$ cat config.mk
export PLATFORM = sky130hd
export DESIGN_NAME = fetch_pc_sequencer
export DESIGN_NICKNAME = d
export VERILOG_FILES = /design/src/rtl/fetch_seq_pkg.sv /design/src/rtl/redirect_priority_arb.sv /design/src/rtl/fetch_pc_sequencer.sv
export SDC_FILE = /design/constraint.sdc
export NUM_CORES = 1
export LEC_CHECK = 0
export ABC_AREA = 1
export BUFFER_PORTS_ARGS = -buffer_cell sky130_fd_sc_hd__buf_2
export CORE_AREA = 2 2 99 101
export DETAILED_ROUTE_END_ITERATION = 8
export DIE_AREA = 0 0 101 103
export GPL_TIMING_DRIVEN = 1
export PLACE_DENSITY = 0.77
export SLEW_MARGIN = 10
export SYNTH_ARGS = -nofsm -noshare
export SYNTH_HDL_FRONTEND = slang
export SYNTH_SLANG_ARGS = --single-unit
$ cat constraint.sdc
create_clock -name CLK -period 1.7 [get_ports CLK]
set_clock_uncertainty 0.05 [all_clocks]
set_input_delay 0.17 -clock CLK [delete_from_list [all_inputs] [get_ports CLK]]
set_output_delay 0.17 -clock CLK [all_outputs]
set_load 0.02 [all_outputs]
$ cat src/rtl/fetch_seq_pkg.sv
// Shared types and constants for the fetch PC sequencer: FSM states, redirect source codes, PC step.
package fetch_seq_pkg;

    typedef enum logic [2:0] {
        ST_IDLE   = 3'd0,
        ST_RUN    = 3'd1,
        ST_BUBBLE = 3'd2,
        ST_DRAIN  = 3'd3,
        ST_HALT   = 3'd4
    } fetch_state_t;

    localparam logic [1:0]  REDIR_SRC_NONE = 2'b00;
    localparam logic [1:0]  REDIR_SRC_DEC  = 2'b01;
    localparam logic [1:0]  REDIR_SRC_EX   = 2'b10;
    localparam logic [1:0]  REDIR_SRC_CMT  = 2'b11;

    localparam logic [31:0] PC_INCR = 32'd4;

    function automatic logic [15:0] sat_inc16(input logic [15:0] v);
        return (v == 16'hFFFF) ? v : v + 16'd1;
    endfunction

endpackage

$ cat src/rtl/redirect_priority_arb.sv
// Combinational 3-way redirect select, commit > execute > decode; zero latency, losers dropped.
module redirect_priority_arb
    import fetch_seq_pkg::*;
(
    input  logic        i_dec_vld,
    input  logic [31:0] i_dec_target,
    input  logic        i_ex_vld,
    input  logic [31:0] i_ex_target,
    input  logic        i_cmt_vld,
    input  logic [31:0] i_cmt_target,
    output logic        o_vld,
    output logic [31:0] o_target,
    output logic [1:0]  o_src
);

    always_comb begin
        o_vld    = 1'b0;
        o_target = 32'd0;
        o_src    = REDIR_SRC_NONE;
        if (i_cmt_vld) begin
            o_vld    = 1'b1;
            o_target = i_cmt_target;
            o_src    = REDIR_SRC_CMT;
        end else if (i_ex_vld) begin
            o_vld    = 1'b1;
            o_target = i_ex_target;
            o_src    = REDIR_SRC_EX;
        end else if (i_dec_vld) begin
            o_vld    = 1'b1;
            o_target = i_dec_target;
            o_src    = REDIR_SRC_DEC;
        end
    end

endmodule

$ cat src/rtl/fetch_pc_sequencer.sv
// Fetch PC owner: +4 sequencing, prioritized redirects, flush pulses and post-redirect drain.
// One-cycle redirect latency; Fetch_Ready only stalls the PC in RUN. FETCH_ALIGN_CHECK_EN enables HALT on misaligned targets.
module fetch_pc_sequencer
    import fetch_seq_pkg::*;
#(
    parameter logic [31:0] RESET_PC     = 32'hBFC00000,
    parameter int unsigned DRAIN_CYCLES = 2
) (
    input  logic        CLK,
    input  logic        RESET,
    input  logic        Fetch_Ready,
    input  logic        Dec_Redir_Valid,
    input  logic [31:0] Dec_Redir_Target,
    input  logic        Ex_Redir_Valid,
    input  logic [31:0] Ex_Redir_Target,
    input  logic        Cmt_Flush_Valid,
    input  logic [31:0] Cmt_Flush_Target,
    output logic [31:0] PC,
    output logic        PC_Valid,
    output logic        Flush_Fetch,
    output logic        Flush_All,
    output logic [1:0]  Redir_Src,
    output logic [15:0] Redir_Count,
    output logic        Fetch_Misaligned
);

    localparam logic [3:0] DRAIN_LOAD = 4'(DRAIN_CYCLES - 1);

    fetch_state_t r_state, w_state_nxt;
    logic [31:0]  r_pc, w_pc_nxt;
    logic [3:0]   r_drain, w_drain_nxt;
    logic         r_flush_fetch, w_flush_fetch_nxt;
    logic         r_flush_all, w_flush_all_nxt;
    logic [1:0]   r_src, w_src_nxt;
    logic [15:0]  r_count, w_count_nxt;

    logic         w_younger_open;
    logic         w_cmt_open;
    logic         w_arb_vld;
    logic [31:0]  w_arb_target;
    logic [1:0]   w_arb_src;
    logic [31:0]  w_target;

    // Decode/execute redirects are squashed by an in-flight commit flush or a halt.
    assign w_younger_open = (r_state == ST_RUN) || (r_state == ST_BUBBLE);
    assign w_cmt_open     = (r_state != ST_IDLE);

    redirect_priority_arb u_arb (
        .i_dec_vld    (Dec_Redir_Valid & w_younger_open),
        .i_dec_target (Dec_Redir_Target),
        .i_ex_vld     (Ex_Redir_Valid & w_younger_open),
        .i_ex_target  (Ex_Redir_Target),
        .i_cmt_vld    (Cmt_Flush_Valid & w_cmt_open),
        .i_cmt_target (Cmt_Flush_Target),
        .o_vld        (w_arb_vld),
        .o_target     (w_arb_target),
        .o_src        (w_arb_src)
    );

`ifdef FETCH_ALIGN_CHECK_EN
    logic r_misaligned, w_misaligned_nxt;
    logic w_target_mis;
    assign w_target       = w_arb_target;
    assign w_target_mis   = |w_arb_target[1:0];
    assign Fetch_Misaligned = r_misaligned;
`else
    assign w_target       = w_arb_target & ~32'h3;
    assign Fetch_Misaligned = 1'b0;
`endif

    always_comb begin
        w_state_nxt       = r_state;
        w_pc_nxt          = r_pc;
        w_drain_nxt       = r_drain;
        w_flush_fetch_nxt = 1'b0;
        w_flush_all_nxt   = 1'b0;
        w_src_nxt         = r_src;
        w_count_nxt       = r_count;
`ifdef FETCH_ALIGN_CHECK_EN
        w_misaligned_nxt  = r_misaligned;
`endif
        if (w_arb_vld) begin
            w_pc_nxt    = w_target;
            w_src_nxt   = w_arb_src;
            w_count_nxt = sat_inc16(r_count);
            if (w_arb_src == REDIR_SRC_CMT) begin
                w_flush_all_nxt = 1'b1;
                w_state_nxt     = ST_DRAIN;
                w_drain_nxt     = DRAIN_LOAD;
            end else begin
                w_flush_fetch_nxt = 1'b1;
                w_state_nxt       = ST_BUBBLE;
            end
`ifdef FETCH_ALIGN_CHECK_EN
            if (w_target_mis) begin
                w_state_nxt      = ST_HALT;
                w_misaligned_nxt = 1'b1;
            end else if (w_arb_src == REDIR_SRC_CMT) begin
                w_misaligned_nxt = 1'b0;
            end
`endif
        end else begin
            case (r_state)
                ST_IDLE:   w_state_nxt = ST_RUN;
                ST_RUN:    if (Fetch_Ready) w_pc_nxt = r_pc + PC_INCR;
                ST_BUBBLE: w_state_nxt = ST_RUN;
                ST_DRAIN: begin
                    if (r_drain == 4'd0) w_state_nxt = ST_RUN;
                    else                 w_drain_nxt = r_drain - 4'd1;
                end
                default:   w_state_nxt = r_state;
            endcase
        end
    end

    always_ff @(posedge CLK) begin
        if (RESET) begin
            r_state       <= ST_IDLE;
            r_pc          <= RESET_PC;
            r_drain       <= 4'd0;
            r_flush_fetch <= 1'b0;
            r_flush_all   <= 1'b0;
            r_src         <= REDIR_SRC_NONE;
            r_count       <= 16'd0;
        end else begin
            r_state       <= w_state_nxt;
            r_pc          <= w_pc_nxt;
            r_drain       <= w_drain_nxt;
            r_flush_fetch <= w_flush_fetch_nxt;
            r_flush_all   <= w_flush_all_nxt;
            r_src         <= w_src_nxt;
            r_count       <= w_count_nxt;
        end
    end

`ifdef FETCH_ALIGN_CHECK_EN
    always_ff @(posedge CLK) begin
        if (RESET) r_misaligned <= 1'b0;
        else       r_misaligned <= w_misaligned_nxt;
    end
`endif

    assign PC          = r_pc;
    assign PC_Valid    = (r_state == ST_RUN);
    assign Flush_Fetch = r_flush_fetch;
    assign Flush_All   = r_flush_all;
    assign Redir_Src   = r_src;
    assign Redir_Count = r_count;

endmodule

Word level (Yosys, flattened, before mapping)
Cells that the tools add are included.

Register bits: 59. Memory bits (read-only): 0. Input port bits: 102. Bits in writable memories: 0. Output and inout bits: 54. Memories: 0. Logic and storage cells: 62. Latch bits: 0.

Eq/ne operators: 8. $lt $le $gt $ge: 0. $add $sub $neg: 3. Multiply operators: 0. Divide/modulo/power cells: 0. Bitwise logic cells: 5. Reductions and logical operators: 16. Muxes and demuxes: 22. Shift-type cells: 0.

Operators by type and width (number): $mux 32 (6); $add 32x3->32 const B (1); $add 16x1->16 const B (1); $eq 16x16->1 const B (1); $mux 4 (4); $reduce_and 2->1 (4); $mux 1 (7); $eq 3x2->1 const B (2); $mux 3 (2); $pmux 3 s2 (1); $reduce_bool 2->1 (3); $reduce_bool 3->1 (2); $reduce_or 2->1 (3); $logic_not 4->1 (1); $mux 2 (2); $sub 4x1->4 const B (1); $and 1x1->1 (3); $eq 3x1->1 const B (1); $logic_not 3->1 (1); $ne 3x2->1 const B (1); $reduce_and 3->1 (1); $eq 2x2->1 const B (1); $ne 2x1->1 const B (1); $ne 2x2->1 const B (1); other kinds (2) (3).

Logic depth before layout (Yosys ltp)
Gate-level depths: netlist of the first run.

Word-level depth: 9. Mapped depth: 12. Depth with buffers taken out: 12.

By module
A second synthesis of the first run with hierarchy kept.

Cell total of the unflattened synthesis: 732. Area, all modules: 4435.5 µm².

Modules (own cells, without submodules): fetch_pc_sequencer (area each 3582.2 µm², sequential area each 1121.1 µm², instances 1, cells each 580); redirect_priority_arb (area each 853.3 µm², sequential area each 0.0 µm², instances 1, cells each 152).

Worst setup path before layout of the first run
No wires, ideal clock.

Kind: reg2reg. Start: reg r_state[0]. End: reg r_pc[20], in the netlist PC[20]. Period minus slack after synthesis: 1.735 ns. Cell stages (with the launch flop): 10. Setup slack: -0.035 ns. Buffers on the path: 1. Setup time: 0.125 ns. Data arrival time: 1.561 ns. Path through: dfxtp_1 -> inv_1 -> ha_1 -> nand2_1 -> nand3_4 -> nor2_2 -> inv_2 -> clkbuf_1 -> o21ai_0 -> a21oi_1.

Longest elaborated chain between the ends: 8. Elaborated cells between the ends (all ways): 17. Those cells by class: 2 x eq/ne; 7 x mux; 3 x bitwise; 5 x reduce/logical.

Ends and longest elaborated chain: from (decl) (line fetch_pc_sequencer.sv:29) `fetch_state_t r_state, w_state_nxt;`; from (signal assigned) (line fetch_pc_sequencer.sv:126) `r_state <= w_state_nxt;`; $eq 3x1->1 or $eq 3x2->1 (tied branches) (line fetch_pc_sequencer.sv:45, fetch_pc_sequencer.sv:103); $logic_or 1x1->1 (line fetch_pc_sequencer.sv:45) `assign w_younger_open = (r_state == ST_RUN) || (r_state == ST_BUBBLE);`; $and 1x1->1 (line fetch_pc_sequencer.sv:49) `.i_dec_vld (Dec_Redir_Valid & w_younger_open),`; $mux 1 (line redirect_priority_arb.sv:28) `end else if (i_dec_vld) begin`; $mux 1 (line redirect_priority_arb.sv:24) `end else if (i_ex_vld) begin`; $mux 1 (line redirect_priority_arb.sv:20) `if (i_cmt_vld) begin`; $reduce_bool 2->1 (no source line); $reduce_and 2->1 (no source line); to (signal assigned) (line fetch_pc_sequencer.sv:127) `r_pc <= w_pc_nxt;`; to (decl) (line fetch_pc_sequencer.sv:30) `logic [31:0] r_pc, w_pc_nxt;`.

Parallel ways exist; a longest one is shown, timed or not. A chain may end at the register's enable or synchronous reset.

Final worst setup path of the first run
Start: reg r_state[1]. End: reg r_pc[30], in the netlist PC[30].

The elaborated chain is that of the path after synthesis.

==> results.toml, run 1 <==
[drt]
dr.pass1.iters = 5
drtIter0Drc = 282
ant_nets = 0
drt_wl_total_mm = 14.1
routed-via-count = 5184
drc = 0
wl_per_cell_um = 14.2
vias_per_cell = 5.25

[final_layout]
fillers = 871
n_antenna_cell = 0
seqCellArea_mm2 = 0.00114
syn_to_final_growth_pct = 45.0
multi_input_area_mm2 = 0.00283
postLayoutCoreUtil = 0.623
drive_gt1_frac = 0.365
nNetsFinal = 982

[worst_setup_path]
path_buf_inv = 3
r2r_slack_ns = -0.06
crit_path_top_delay_cell = "dfxtp_2"
path_cells = "inv_2 > ha_4 > nand2_4 > nor2_4 > buf_12 > clkbuf_16 > nand2_2 > a21oi_2 > a211oi_2 > a21oi_1"
rr_endpoint = "PC[30]"
cp-end-kind = "flop"
r2r-start = "r_state[1]"
critPathLaunchType = "flop"
crit_arrival_ns = 1.95
cp.required_ns = 1.89
path_class = "reg -> reg"
critical-path-max-stage-delay_ns = 0.35
ff2ff_path_depth = 10
crit_family = "buffers and inverters"
critPathMaxFanout = 6

[power_and_ir_drop]
peakVddDrop_mv = 0.891
power.density_mw_per_mm2 = 1700
leakage_nw = 2.78

[floorplan]
coreArea_mm2 = 0.00946
initial_utilization = 0.429
ios = 156
die_area_mm2 = 0.0104
dieHeight_um = 103
rows = 36
fp.dieW_um = 101

[sta]
hold_violations = 0
maxSlewViolCount = 0
finalSetupViolCount = 16
min_period_over_period = 1.04
rsz0062_at_grt = "true"
max_freq_mhz = 568
min_period_ns = 1.76
maxSlewHeadroom = 0.627
setup_ws_ns = -0.0619
fin_tns_setup_ns = -0.288
tightestPinTransition_ns = 0.559

[global_routing]
antenna_found_initial = 0
grt_max_degree = 40
first_global_vias = 4615
grt-ovfl-total = 0
grt_pass1_wl_mm = 21.2
met3_usage = 0.0400
grt.busiest_layer = "met2"
gr-usage-met2 = 0.460
grt_usage = 0.252
met1_usage = 0.312

[clock_tree]
clk_pin_slew_ns = 0.10
root_buffer = "clkbuf_8"
cts_tree = "yes"
cts_buffers = 5
h-tree-depth = 2
clock_sinks = 56
ctsHoldBuffers = 0
clockBufferDepth = 2
clk_latency_ns = 0.31

[logic_synthesis]
async_flop_share = 0
ys_types = 37
synth_top_area_frac = 0.276
synthCells = 678
syn_area_mm2 = 0.00406
seq_area_frac_synth = 0.276
synth-edff-count = 0
ys_ff_latch = 56
synth_area_leader_cell = "dfxtp_1"
synth_area_leaders = "dfxtp_1, nand2_1, a21oi_1"
synth_area_per_cell_um2 = 5.99
synthFlopType = "dfxtp_1"
yosys_warnings = 0

[run_status]
outcome = "finished with violations"
violations = "setup timing"

[place]
port_buffers = 146
dpl.hpwl_mm = 9.91
gp_congestion = 0.958

[flow_run]
max-cap-violations = 0

[hold_path]
min_path_type = "in -> reg"
hold_depth = 3
holdPathEnd = "PC[12]"
hold_start = "Cmt_Flush_Target[12]"
## sequential cells by signal (all words and copies together) (netlist names)
name and flops:
r_drain 4, Flush_All 1, Redir_Src 2, PC 30, Redir_Count 16, r_state 2, Flush_Fetch 1
## power breakdown
| part | internal, mW | leakage [nW] | switching (mW) | total [mW] |
|---|---|---|---|---|
| Combinational | 2.94 | 2.25 | 3.92 | 6.86 |
| Sequential | 1.73 | 0.464 | 0.441 | 2.17 |
| Clock | 0.521 | 0.0645 | 0.443 | 0.963 |
| Total | 5.19 | 2.78 | 4.80 | 9.99 |
## what timing repair did
item,in CTS,in global routing
setup endpoints to repair,43,47
setup buffers,2,8
gates cloned,0,4
resized for setup,16,85
pin swaps,4,15
endpoints found under the hold margin,0,0
## through the flow
stage	area, um2	power, mW	std cells	setup slack, ns	hold WS (ns)
3_5_place_dp	5260	7.81	965	-0.100	0.406
3_3_place_gp	5260	7.73	965	-0.0775	0.394
2_1_floorplan	4090	5.61	680	-0.0143	0.299
4_1_cts	5450	8.98	975	0.00373	0.0764
6_report	5890	9.99	987	-0.0619	0.0739
5_1_grt	5890	10.8	987	-0.134	0.0952
## cell usage in the layout (no fill, tap or decap), types with 9 or more instances in the layout
cell type	synthesis	routed
nand2_1	232	215
buf_2	9	146
a21oi_1	92	70
nor2_1	60	56
inv_1	59	54
buf_4	4	53
dfxtp_1	56	46
nand3_1	39	37
a21oi_2	0	22
o21ai_0	24	16
nand2_2	3	15
xor2_1	14	14
dfxtp_2	0	9
o21ai_1	1	9
## cells in the mapped netlist, types with 2 or more instances
cell / n
nand2_1: 232
a21oi_1: 92
nor2_1: 60
inv_1: 59
dfxtp_1: 56
nand3_1: 39
o21ai_0: 24
clkbuf_1: 15
xor2_1: 14
a211oi_1: 9
buf_2: 9
ha_1: 8
nor3_1: 7
nand4_1: 6
xnor2_1: 6
inv_2: 5
a31oi_1: 4
buf_4: 4
nor2_2: 4
nand2_2: 3
nor2_4: 3
nand3_2: 2
o211ai_1: 2
o22ai_1: 2
## worst max path at each step
stage | from | endpoint | slack [ns] | cells after the start
6_report | r_state[1] | PC[30] | -0.06 | 10
5_1_grt | r_state[1] | PC[24] | -0.13 | 12
4_1_cts | r_state[1] | PC[17] | 0.004 | 9
3_5_place_dp | r_state[0] | PC[13] | -0.10 | 9
3_3_place_gp | r_state[0] | PC[13] | -0.08 | 9
2_1_floorplan | r_state[0] | PC[20] | -0.01 | 9
## area by class of cell
cell class	instances	area share
tap	114	0.0242
sequential	56	0.193
clock buffer	7	0.0164
timing repair buffer	215	0.239
multi-input combinational	530	0.481
clock inverter	1	0.00510
inverter	64	0.0421
## per-layer routing
| layer | vias to the layer above | routed length, um |
|---|---|---|
| met5 | - | 0 |
| li1 | 2571 | - |
| met4 | 0 | 296 |
| met2 | 215 | 6990 |
| met1 | 2375 | 5760 |
| met3 | 23 | 1020 |
## cell families after synthesis
kind of cell    share of synthesized area
other cells                      0.000923
simple gates                        0.376
buf+inv                            0.0992
fa+ha+maj                          0.0246
flops                               0.276
compound gates                      0.180
xor+xnor                           0.0431
## tightest hold or removal path: cells and delay by family
kind / cells / cell delay, ns
compound gates: 2 / 0.15
buf+inv: 1 / 0.08
(Power assumes the default switching activity.)
==> inputs of run 2 (changes only) <==
ABC_CLOCK_PERIOD_IN_PS = 1700   (was default)
HOLD_SLACK_MARGIN = 0.1   (was default)
==> run 2 against run 1 <==
The run still ends with setup timing left. Via count increased by 1.0%. Routed wire length increased by 3.3%. Hold slack improved by 0.019 ns. Sequential cell count unchanged. Clock-buffer cell count unchanged. Die area unchanged. Core utilization increased by 1.1 points. Register-to-register slack got worse by 0.05 ns. Critical path type unchanged.
==> results.toml, run 2 (same netlist as run 1, synthesis figures left out) <==
[clock_tree]
clock_sinks = 56
clockBufferDepth = 2
root_buffer = "clkbuf_8"
cts_buffers = 5
cts_tree = "yes"
h-tree-depth = 2
clk_latency_ns = 0.31
clk_pin_slew_ns = 0.10

[power_and_ir_drop]
fin_total_pwr_mw = 10.2
peakVddDrop_mv = 0.974
leakage_nw = 2.84
power.density_mw_per_mm2 = 1700

[sta]
max_freq_mhz = 551
min_period_over_period = 1.07
maxSlewViolCount = 0
tightestPinTransition_ns = 0.576
min_period_ns = 1.81
finalSetupViolCount = 4
hold_violations = 0
maxSlewHeadroom = 0.616
setup_ws_ns = -0.114
rsz0062_at_grt = "true"

[drt]
routed-via-count = 5238
drtIter0Drc = 273
vias_per_cell = 5.28
ant_nets = 0
drc = 0
wl_per_cell_um = 14.6
highest_layer = "met4"
dr.pass1.iters = 5
drt_wl_total_mm = 14.5
wl_met3_um = 946
dr_wl_met2_mm = 7.29
met1Wirelength_mm = 5.92

[global_routing]
antenna_found_initial = 0
grt_pass1_wl_mm = 21.3
grt_max_degree = 40
grt_usage = 0.252
grt-ovfl-total = 0
first_global_vias = 4616

[run_status]
violations = "setup timing"
outcome = "finished with violations"

[place]
dpl.hpwl_mm = 9.91
gp_congestion = 0.958
port_buffers = 146
placed_cells = 965

[floorplan]
ios = 156
coreArea_mm2 = 0.00946
dieHeight_um = 103
die_area_mm2 = 0.0104
rows = 36
fp.dieW_um = 101
initial_utilization = 0.429

[worst_setup_path]
critPathMaxFanout = 6
path_class = "reg -> reg"
cp.required_ns = 1.88
critPathLaunchType = "flop"
critical-path-max-stage-delay_ns = 0.35
cp-end-kind = "flop"
path_cells = "inv_2 > ha_4 > nand2_4 > nor2_4 > buf_12 > clkbuf_16 > nand2_1 > a21oi_2 > a211oi_1 > a21oi_1"
crit_path_top_delay_cell = "dfxtp_2"
crit_arrival_ns = 1.99

[final_layout]
fillers = 830
mostFrequentLayoutCells = "nand2_1, buf_2, a21oi_1"
layout_commonest_cell = "nand2_1"
n_antenna_cell = 0
fin_cells = 992
largest_reg_flops = 30
drive_gt1_frac = 0.363
nNetsFinal = 987
syn_to_final_growth_pct = 47.6

[flow_run]
max-cap-violations = 0

[hold_path]
min_path_type = "in -> reg"
==> run 2: changes by cell type in the layout (fill, tap and decap cells not counted), moves of 3 or more <==
cell and change:
buf_6 +4, a211oi_1 +4, nand2_2 -6, a211oi_2 -3
o21ai_1 -4, o21ai_0 +3, nand2_4 +4, buf_4 -5
dlygate4sd3_1 +4
==> run 2: final timing paths <==
check	slack, ns	start	endpoint	cells past startpoint
setup / recovery	-0.11	r_state[0]	PC[16]	10
hold / removal	0.09	Cmt_Flush_Target[27]	PC[27]	5
setup reg to reg	-0.11	r_state[0]	PC[16]	10
hold reg to reg	0.46	Redir_Count[13]	Redir_Count[13]	2
==> run 2: worst max-delay path: cells and delay by family (launching register included) <==
kind                       cells  cell delay (ns)
AOI/OAI and AO/OA              3             0.40
adders and majority gates      1             0.28
buffers and inverters          3             0.35
DFF                            1             0.35
and+or+nand+nor                3             0.30
==> run 2: where the power goes <==
part           leakage (nW)  switching (mW)  internal, mW
Clock                0.0645           0.453         0.521
Sequential            0.465           0.446          1.73
Combinational          2.31            4.01          3.03
Total                  2.84            4.90          5.29
==> run 2: final cells by class <==
cell class,instances,area [um2],area share
clock buffer,7,96.3,0.0161
timing repair buffer,220,1490,0.249
clock inverter,1,30.0,0.00501
multi-input combinational,530,2830,0.473
sequential,56,1140,0.190
inverter,64,258,0.0430
tap,114,143,0.0238
==> run 2: repair_timing <==
action / CTS / global route
hold buffers: 4 / 0
setup buffers: 2 / 9
pin swaps: 4 / 20
endpoints found under the setup margin: 43 / 47
resized for setup: 16 / 94
hold endpoints to repair: 4 / 0
cloned: 0 / 5
==> run 2: routing by layer <==
metal,global-route usage,vias up
met3,0.0359,35
met5,0,-
met1,0.316,2386
li1,-,2583
met4,0.0530,0
met2,0.462,234
==> run 2: per-stage QoR <==
stage / setup WS, ns / TNS (ns) / instance area (um2) / utilization / hold WS (ns)
after global routing: -0.178 / -1.65 / 5990 / 0.634 / 0.120
final: -0.114 / -0.154 / 5990 / 0.634 / 0.0932
after CTS: 0.00373 / 0 / 5490 / 0.580 / 0.101
after floorplan: -0.0143 / -0.0710 / 4090 / - / 0.299
after detailed placement: -0.100 / -1.88 / 5260 / 0.556 / 0.406
after global placement: -0.0775 / -0.562 / 5260 / 0.556 / 0.394
==> inputs of run 3 (changes only) <==
CORE_AREA = 2 2 102 104   (was 2 2 99 101)
DIE_AREA = 0 0 104 106   (was 0 0 101 103)
PLACE_DENSITY = default   (was 0.77)
PLACE_DENSITY_LB_ADDON = 0.12   (was default)
SYNTH_HIERARCHICAL = 1   (was default)
==> run 3 against run 2 <==
The flow still finishes with violations (setup timing). Worst setup slack got worse by 0.039 ns. Sequential cell count did not move. Highest routed layer unchanged. First-iteration DRC count increased by 22%.
==> results.toml, run 3 <==
[sta]
fin_tns_setup_ns = -1.93
max_freq_mhz = 540
maxSlewViolCount = 0
finalSetupViolCount = 43
hold_violations = 0
setup_ws_ns = -0.153
fin_hold_ws_ns = 0.188
min_period_over_period = 1.09
rsz0062_at_grt = "true"
min_period_ns = 1.85

[global_routing]
grt_usage = 0.287
grt_max_degree = 35
grt_pass1_wl_mm = 25.8
antenna_found_initial = 0
grt-ovfl-total = 0
first_global_vias = 5444

[worst_setup_path]
critPathMaxFanout = 15
cp-end-kind = "flop"
critical-path-max-stage-delay_ns = 0.35
cp.required_ns = 1.91
path_buf_inv = 3
critPathLaunchType = "flop"
path_cells = "inv_2 > ha_4 > nand2_4 > inv_8 > bufbuf_16 > a21oi_1 > a21oi_1 > nand2_1 > a31oi_1"
crit_arrival_ns = 2.06
path_common_cell = "a21oi_1"
path_class = "reg -> reg"
crit_path_top_delay_cell = "dfxtp_2"
crit_family = "compound AO/OA/AOI/OAI gates"

[drt]
ant_nets = 0
drtIter0Drc = 334
wl_per_cell_um = 15.0
drc = 0
drt_wl_total_mm = 16.0
dr.pass1.iters = 4
vias_per_cell = 5.22
routed-via-count = 5577

[floorplan]
rows = 37
fp.dieW_um = 104
coreArea_mm2 = 0.0100
dieHeight_um = 106
ios = 156
die_area_mm2 = 0.0110
initial_utilization = 0.440

[clock_tree]
clk_latency_ns = 0.33
ctsHoldBuffers = 0
clk_pin_slew_ns = 0.11
clock_sinks = 56
cts_buffers = 5
clockBufferDepth = 2
h-tree-depth = 2
cts_tree = "yes"
root_buffer = "clkbuf_8"

[power_and_ir_drop]
power.density_mw_per_mm2 = 1680
leakage_nw = 2.96
peakVddDrop_mv = 1.09

[run_status]
violations = "setup timing"
outcome = "finished with violations"

[place]
dpl.hpwl_mm = 11.7
gp_congestion = 0.873
port_buffers = 146
placed_cell_area_mm2 = 0.00572
pre_cts_slack_ns = -0.242

[final_layout]
layout_commonest_cell = "nand2_1"
largest_reg_flops = 30
postLayoutCoreUtil = 0.650
n_antenna_cell = 0
nNetsFinal = 1041
post-route-cell-area_mm2 = 0.00649
drive_gt1_frac = 0.395
mostFrequentLayoutCells = "nand2_1, buf_2, nor2_1"
syn_to_final_growth_pct = 47.7

[logic_synthesis]
synthCells = 724
yosys_warnings = 6
synth_area_per_cell_um2 = 6.07
syn_area_mm2 = 0.00440

[flow_run]
max-cap-violations = 0

[hold_path]
min_path_type = "in -> reg"
-- run 3: final cells by class --
type / instances / area (um2)
well taps: 136 / 170
multi-input cells: 556 / 3160
flip-flops and latches: 56 / 1130
inverters: 78 / 348
clock buffers: 5 / 68.8
fillers: 925 / 3500
repair buffers: 234 / 1590
repair inverters: 1 / 11.3
clock inverters: 3 / 22.5
-- run 3: stage by stage --
stage / power, mW / std cells
after floorplan: 6.19 / 726
after global placement: 8.12 / 1042
after detailed placement: 8.20 / 1042
after CTS: 10.4 / 1068
after global routing: 11.6 / 1069
final: 10.9 / 1069
-- run 3: power by group --
| part | internal, mW | switching (mW) | leakage (nW) | total (mW) |
|---|---|---|---|---|
| logic | 3.37 | 4.55 | 2.45 | 7.92 |
| clock network | 0.298 | 0.509 | 0.0485 | 0.806 |
| registers | 1.75 | 0.442 | 0.462 | 2.19 |
-- run 3: what timing repair did --
action,4_1_cts,5_1_grt
resized for setup,84,50
setup buffers,12,0
setup endpoints to repair,49,55
pin swaps,23,20
hold endpoints to repair,0,0
cloned,6,1
-- run 3: worst reg2reg max path, stage by stage (launching register included) --
cell and delay, ns:
dfxtp_2 0.35, inv_2 0.05, ha_4 0.28, nand2_4 0.06, inv_8 0.08, bufbuf_16 0.32
a21oi_1 0.08, a21oi_1 0.24, nand2_1 0.10, a31oi_1 0.17
-- run 3: final timing paths --
path	startpoint	endpoint	slack (ns)	cells past startpoint
setup reg to reg	r_state[1]	PC[3]	-0.15	9
setup / recovery	r_state[1]	PC[3]	-0.15	9
hold reg to reg	Redir_Src[1]	Redir_Src[1]	0.42	2
hold / removal	Cmt_Flush_Target[24]	PC[24]	0.19	5
-- run 3: routing by layer --
| layer | share of wire | vias to the layer above | track usage |
|---|---|---|---|
| li1 | - | 2764 | - |
| met1 | 0.41 | 2559 | 0.329 |
| met4 | 0.042 | 0 | 0.125 |
| met3 | 0.052 | 55 | 0.0497 |
| met2 | 0.50 | 199 | 0.523 |
| met5 | 0 | - | 0 |
